==> src/rtl/multi_chan_pulse_counter.sv <==
// N-channel start/stop pulse counter. Each channel counts up or down within 0..MAX.
// Each channel can be cleared, stopped and loaded on its own, and pulses tc when it wraps or saturates.
module multi_chan_pulse_counter #(
  parameter int DATA_WIDTH = 8,
  parameter int NUM_CH     = 4,
  parameter int MAX        = 20,
  localparam int LCW       = (NUM_CH > 1) ? $clog2(NUM_CH) : 1
) (
  input  logic                         clk,
  input  logic                         reset,
  input  logic [NUM_CH-1:0]            start,
  input  logic [NUM_CH-1:0]            stop,
  input  logic [NUM_CH-1:0]            clear,
  input  logic [NUM_CH-1:0]            dir,
  input  logic                         sat_mode,
  input  logic                         load,
  input  logic [LCW-1:0]               load_ch,
  input  logic [DATA_WIDTH-1:0]        load_val,
  output logic [NUM_CH*DATA_WIDTH-1:0] count,
  output logic [NUM_CH-1:0]            running,
  output logic [NUM_CH-1:0]            tc
);

  localparam logic [DATA_WIDTH-1:0] MAX_V  = DATA_WIDTH'(MAX);
  localparam logic [DATA_WIDTH-1:0] ZERO_V = {DATA_WIDTH{1'b0}};
  localparam logic [DATA_WIDTH-1:0] ONE_V  = DATA_WIDTH'(1);

  // One count step; returns {tc pulse, next count}.
  function automatic logic [DATA_WIDTH:0] step_f(input logic [DATA_WIDTH-1:0] cur,
                                                 input logic down,
                                                 input logic sat);
    logic [DATA_WIDTH-1:0] nxt;
    logic                  pulse;
    nxt   = cur;
    pulse = 1'b0;
    if (!down) begin
      if (cur < MAX_V) begin
        nxt   = cur + ONE_V;
        pulse = sat && (nxt == MAX_V);
      end else if (sat) begin
        nxt   = MAX_V;
        pulse = 1'b0;
      end else begin
        nxt   = ZERO_V;
        pulse = 1'b1;
      end
    end else begin
      if (cur > ZERO_V) begin
        nxt   = cur - ONE_V;
        pulse = sat && (nxt == ZERO_V);
      end else if (sat) begin
        nxt   = ZERO_V;
        pulse = 1'b0;
      end else begin
        nxt   = MAX_V;
        pulse = 1'b1;
      end
    end
    return {pulse, nxt};
  endfunction

  for (genvar i = 0; i < NUM_CH; i++) begin : g_ch
    logic [DATA_WIDTH-1:0] cnt_r, cnt_s, clamp_s;
    logic                  run_r, run_s, tc_r, tc_s, load_hit_s;

    // Indices >= NUM_CH never match any channel, so out-of-range loads fall away.
    assign load_hit_s = load && (load_ch == LCW'(i));
    assign clamp_s    = (load_val > MAX_V) ? MAX_V : load_val;

    // Next-state selection: clear > stop > load-hit > start > run > hold.
    always_comb begin
      cnt_s = cnt_r;
      run_s = run_r;
      tc_s  = 1'b0;
      if (clear[i]) begin
        cnt_s = ZERO_V;
        run_s = 1'b0;
      end else if (stop[i]) begin
        run_s = 1'b0;
      end else if (load_hit_s) begin
        cnt_s = clamp_s;
      end else if (start[i] || run_r) begin
        run_s         = 1'b1;
        {tc_s, cnt_s} = step_f(cnt_r, dir[i], sat_mode);
      end else begin
        cnt_s = cnt_r;
      end
    end

    // Channel state registers.
    always_ff @(posedge clk or posedge reset) begin
      if (reset) begin
        cnt_r <= ZERO_V;
        run_r <= 1'b0;
        tc_r  <= 1'b0;
      end else begin
        cnt_r <= cnt_s;
        run_r <= run_s;
        tc_r  <= tc_s;
      end
    end

    assign count[i*DATA_WIDTH +: DATA_WIDTH] = cnt_r;
    assign running[i]                        = run_r;
    assign tc[i]                             = tc_r;
  end

endmodule

==> config.mk <==
export PLATFORM = sky130hd
export DESIGN_NAME = multi_chan_pulse_counter
export DESIGN_NICKNAME = d
export VERILOG_FILES = /design/src/rtl/multi_chan_pulse_counter.sv
export SDC_FILE = /design/constraint.sdc
export NUM_CORES = 1
export LEC_CHECK = 0
export CORE_AREA = 2 2 111 70
export CTS_CLUSTER_SIZE = 30
export DETAILED_ROUTE_END_ITERATION = 12
export DIE_AREA = 0 0 113 72
export GPL_TIMING_DRIVEN = 0
export PLACE_DENSITY = 0.81
export SLEW_MARGIN = 25
export SYNTH_ARGS = -nofsm -noshare
export SYNTH_HDL_FRONTEND = slang
export SYNTH_SLANG_ARGS = --single-unit
==> constraint.sdc <==
create_clock -name clk -period 2.7 [get_ports clk]
set_input_delay 0.81 -clock clk [delete_from_list [all_inputs] [get_ports clk]]
set_output_delay 0.81 -clock clk [all_outputs]
set_load 0.05 [all_outputs]
==> summary.txt <==
Global routing
  – Largest net degree at the start of global routing: 27
  – Initial antenna violation count: 0
  – Gr ovfl total: 0
  – Global-route wire length before repair: 18500 µm
  – Vias in the first global route: 3686
  – GRT Total Usage: 0.278

Clock network
  – Root Driver: clkbuf_16
  – Post-CTS repair timing setup buffer count: 0
  – Clock Latency Late Sink: 280 ps
  – H-Tree Depth: 2
  – Clock tree buffer depth: 2
  – Clock transition at the registers of the reported paths: 70 ps
  – Clock sinks: 40
  – CTS tree: built
  – TritonCTS buffer count: 5
  – Cts-stage hold buffer count: 0

Floorplanning
  – Rows: 24
  – Die width: 113 µm
  – Core ar.: 7090 µm²
  – Die Y: 72 µm
  – # IOs: 70
  – Total die area: 8140 µm²
  – Initial cell density of the core: 0.527

Power and ir drop
  – Sequential share of power: 0.241
  – Total Power: 0.00333 W
  – Clk pwr share: 0.223
  – LEAKAGE: 1.89 nW
  – Sw Share: 0.449
  – Pwr/cell area: 705 nW/µm²
  – Reported net switching power: 0.00149 W
  – Max VDD drop: 0.000417 V
  – Combinational Power Share: 0.536
  – Pint: 0.00183 W

Cells and area
  – Commonest non-fill, non-tap cells in the layout: clkdlybuf4s50_1 (65), nand2_1 (47), nor2_1 (45), a21oi_1 (42), dfrtp_1 (39)
  – Fraction of layout cells with a size suffix above 1: 0.0662
  – Multi-input combinational cell area: 2490 µm²
  – FILL cells: 607
  – Non-filler cells, final: 650
  – Seq. cell area: 1000 µm²
  – Design area: 4720 µm²
  – Commonest non-fill, non-tap cell in the layout: clkdlybuf4s50_1
  – Post-layout nets: 604
  – P&R area growth vs syn: 26.4%
  – Number of inserted diodes: 0

Logic synthesis
  – Seq cells post-synth: 40
  – Syn Std Cell Area: 3730 µm²
  – Syn. warnings: 0
  – Register area share after synthesis: 0.268
  – Mapped Avg Cell Area: 7.67 µm²
  – Distinct cells, synth: 67
  – Top_reg_cell synth: dfrtp_1
  – Number of synthesized flops with an enable pin: 0
  – Syn_nets: 533
  – Ys async rst share: 1.00
  – Post-Syn Instances: 487

Placement
  – Placement Cell Area: 4520 µm²
  – IO buf count: 65
  – Post-DP HPWL: 8440 µm
  – RD Place Congestion: 0.943
  – Dpl cells: 644

Critical path
  – Setup CP Type: reg2out
  – Worst-path maximum fanout: 13
  – Worst path arrival time: 1790 ps
  – CP top delay family: buffers and inverters
  – CP max stage cell: clkdlybuf4s50_1
  – Slowest stage delay, CP: 890 ps
  – Worst Path Required: 1890 ps
  – Critical Path, Cell by Cell: clkdlybuf4s50_1
  – Worst setup EP type: output pin
  – Setup crit start kind: register
  – WP buf/inv: 1

Flow run
  – Max-cap violations: 0

Outcome
  – Violated checks: design-rule violations
  – Status: finished, violations left

STA
  – Period minus WS final: 2600 ps
  – Ratio of final minimum period to clock period: 0.964
  – Max Freq: 384 MHz
  – Hold Vio Cnt, Final: 0
  – Worst slew pin tran: 710 ps
  – Final setup vio count: 0
  – RSZ-0062 raised after global routing: no
  – Pins Over Slew Limit: 0
  – Slew headroom: 0.525
  – Setup Skew: 2.28 ps

Routing
  – Final ANT Viol Nets: 0
  – Number of remaining DRC errors: 2
  – Wirelength per Cell: 17.4 µm
  – Iteration-0 DRC Markers: 474
  – DR pass1 iterations: 9
  – Routed via count: 4167
  – Via density: 6.41
  – Final WL: 11300 µm

Hold path
  – Min-Delay Path Class: reg2reg
cell type report:
| class | count | area share |
|---|---|---|
| multi-input combinational | 391 | 0.529 |
| sequential | 40 | 0.212 |
| timing repair buffer | 66 | 0.142 |
| buffer | 36 | 0.0395 |
| clock buffer | 7 | 0.0324 |
| tap | 91 | 0.0241 |
| inverter | 18 | 0.0143 |
| clock inverter | 1 | 0.00636 |
what timing repair did:
item,4_1_cts,5_1_grt
gates resized for setup,1,4
gates cloned,0,0
setup endpoints to repair,1,7
pin swaps,0,0
worst register-to-register path: cells and delay by family (launching register included):
family	cells	cell delay, ps
AOI/OAI and AO/OA	3	740
adders and majority gates	1	190
buffers and inverters	1	170
DFF	1	460
and+or+nand+nor	2	910
stage by stage:
step	hold slack (ps)	utilization	setup TNS (ps)	setup WS [ps]
after global placement	551	0.635	-1020	-108
after floorplan	514	-	0	54.9
after CTS	569	0.664	0	56.1
after global routing	609	0.666	0	3.10
final	563	0.666	0	98.2
after detailed placement	552	0.638	-430	-140
final timing paths:
| kind | cells after the start | from | slack (ps) | to |
|---|---|---|---|---|
| worst max-delay path | 1 | g_ch[3].cnt_r[0]$_DFFE_PP0P_ | 100 | count[24] |
| worst min-delay path | 2 | g_ch[3].run_r$_DFFE_PP0P_ | 560 | g_ch[3].run_r$_DFFE_PP0P_ |
| worst max register to register | 7 | g_ch[0].cnt_r[1]$_DFFE_PP0P_ | 130 | g_ch[0].tc_r$_DFF_PP0_ |
| worst min register to register | 2 | g_ch[3].run_r$_DFFE_PP0P_ | 560 | g_ch[3].run_r$_DFFE_PP0P_ |
| max in group asynchronous | 3 | reset | 1400 | g_ch[0].cnt_r[0]$_DFFE_PP0P_ |
| min in group asynchronous | 2 | reset | 820 | g_ch[0].tc_r$_DFF_PP0_ |
power by group through the flow:
stage               Combinational (W)  Sequential (W)  Clock, W
floorplan                     0.00105         0.00102         0
global placement              0.00170        0.000792         0
detailed placement            0.00174        0.000797         0
CTS                           0.00175        0.000788  0.000750
global route                  0.00193        0.000818  0.000779
finish                        0.00178        0.000801  0.000743
cell usage after synthesis, types with 3 or more instances:
cell type / number / share of area
a211oi_1: 9 / 0.018
a21oi_1: 42 / 0.056
a221oi_1: 4 / 0.0094
a22o_1: 5 / 0.012
a22oi_1: 5 / 0.010
a31oi_1: 13 / 0.022
a32o_1: 3 / 0.0080
buf_1: 5 / 0.0050
buf_4: 10 / 0.020
clkbuf_1: 20 / 0.020
dfrtp_1: 40 / 0.27
ha_1: 16 / 0.054
inv_1: 18 / 0.018
nand2_1: 47 / 0.047
nand2b_1: 3 / 0.0050
nand3_1: 14 / 0.019
nand3b_1: 5 / 0.010
nand4b_1: 3 / 0.0070
nor2_1: 47 / 0.047
nor3_1: 25 / 0.034
nor4_1: 6 / 0.010
nor4b_1: 6 / 0.014
o211ai_1: 6 / 0.012
o21a_1: 4 / 0.0080
o21ai_0: 9 / 0.012
o21ai_1: 32 / 0.043
o221ai_1: 6 / 0.014
o31ai_1: 4 / 0.0080
o32ai_1: 3 / 0.0070
or3_1: 7 / 0.012
or4_1: 4 / 0.0080
or4b_1: 7 / 0.019
xnor2_1: 10 / 0.023
xor2_1: 4 / 0.0094
sequential cells by signal, indices dropped and copies added (netlist names):
register    cells
g_ch.cnt_r     32
g_ch.run_r      4
g_ch.tc_r       4
logic make-up after synthesis:
kind of cell,share of synthesized area
mux,0.0114
buf+inv,0.0700
compound gates,0.297
fa+ha+maj,0.0536
simple gates,0.267
flops,0.268
xor+xnor,0.0328
layer usage:
metal  up-vias  part of all wire  GRT usage
li1       1971                 -          -
met1      1951              0.46      0.421
met2       233              0.44      0.415
met3        12             0.096     0.0493
met4         0            0.0081     0.0623
met5         -                 0          0
Power figures use the tool's default switching activity.
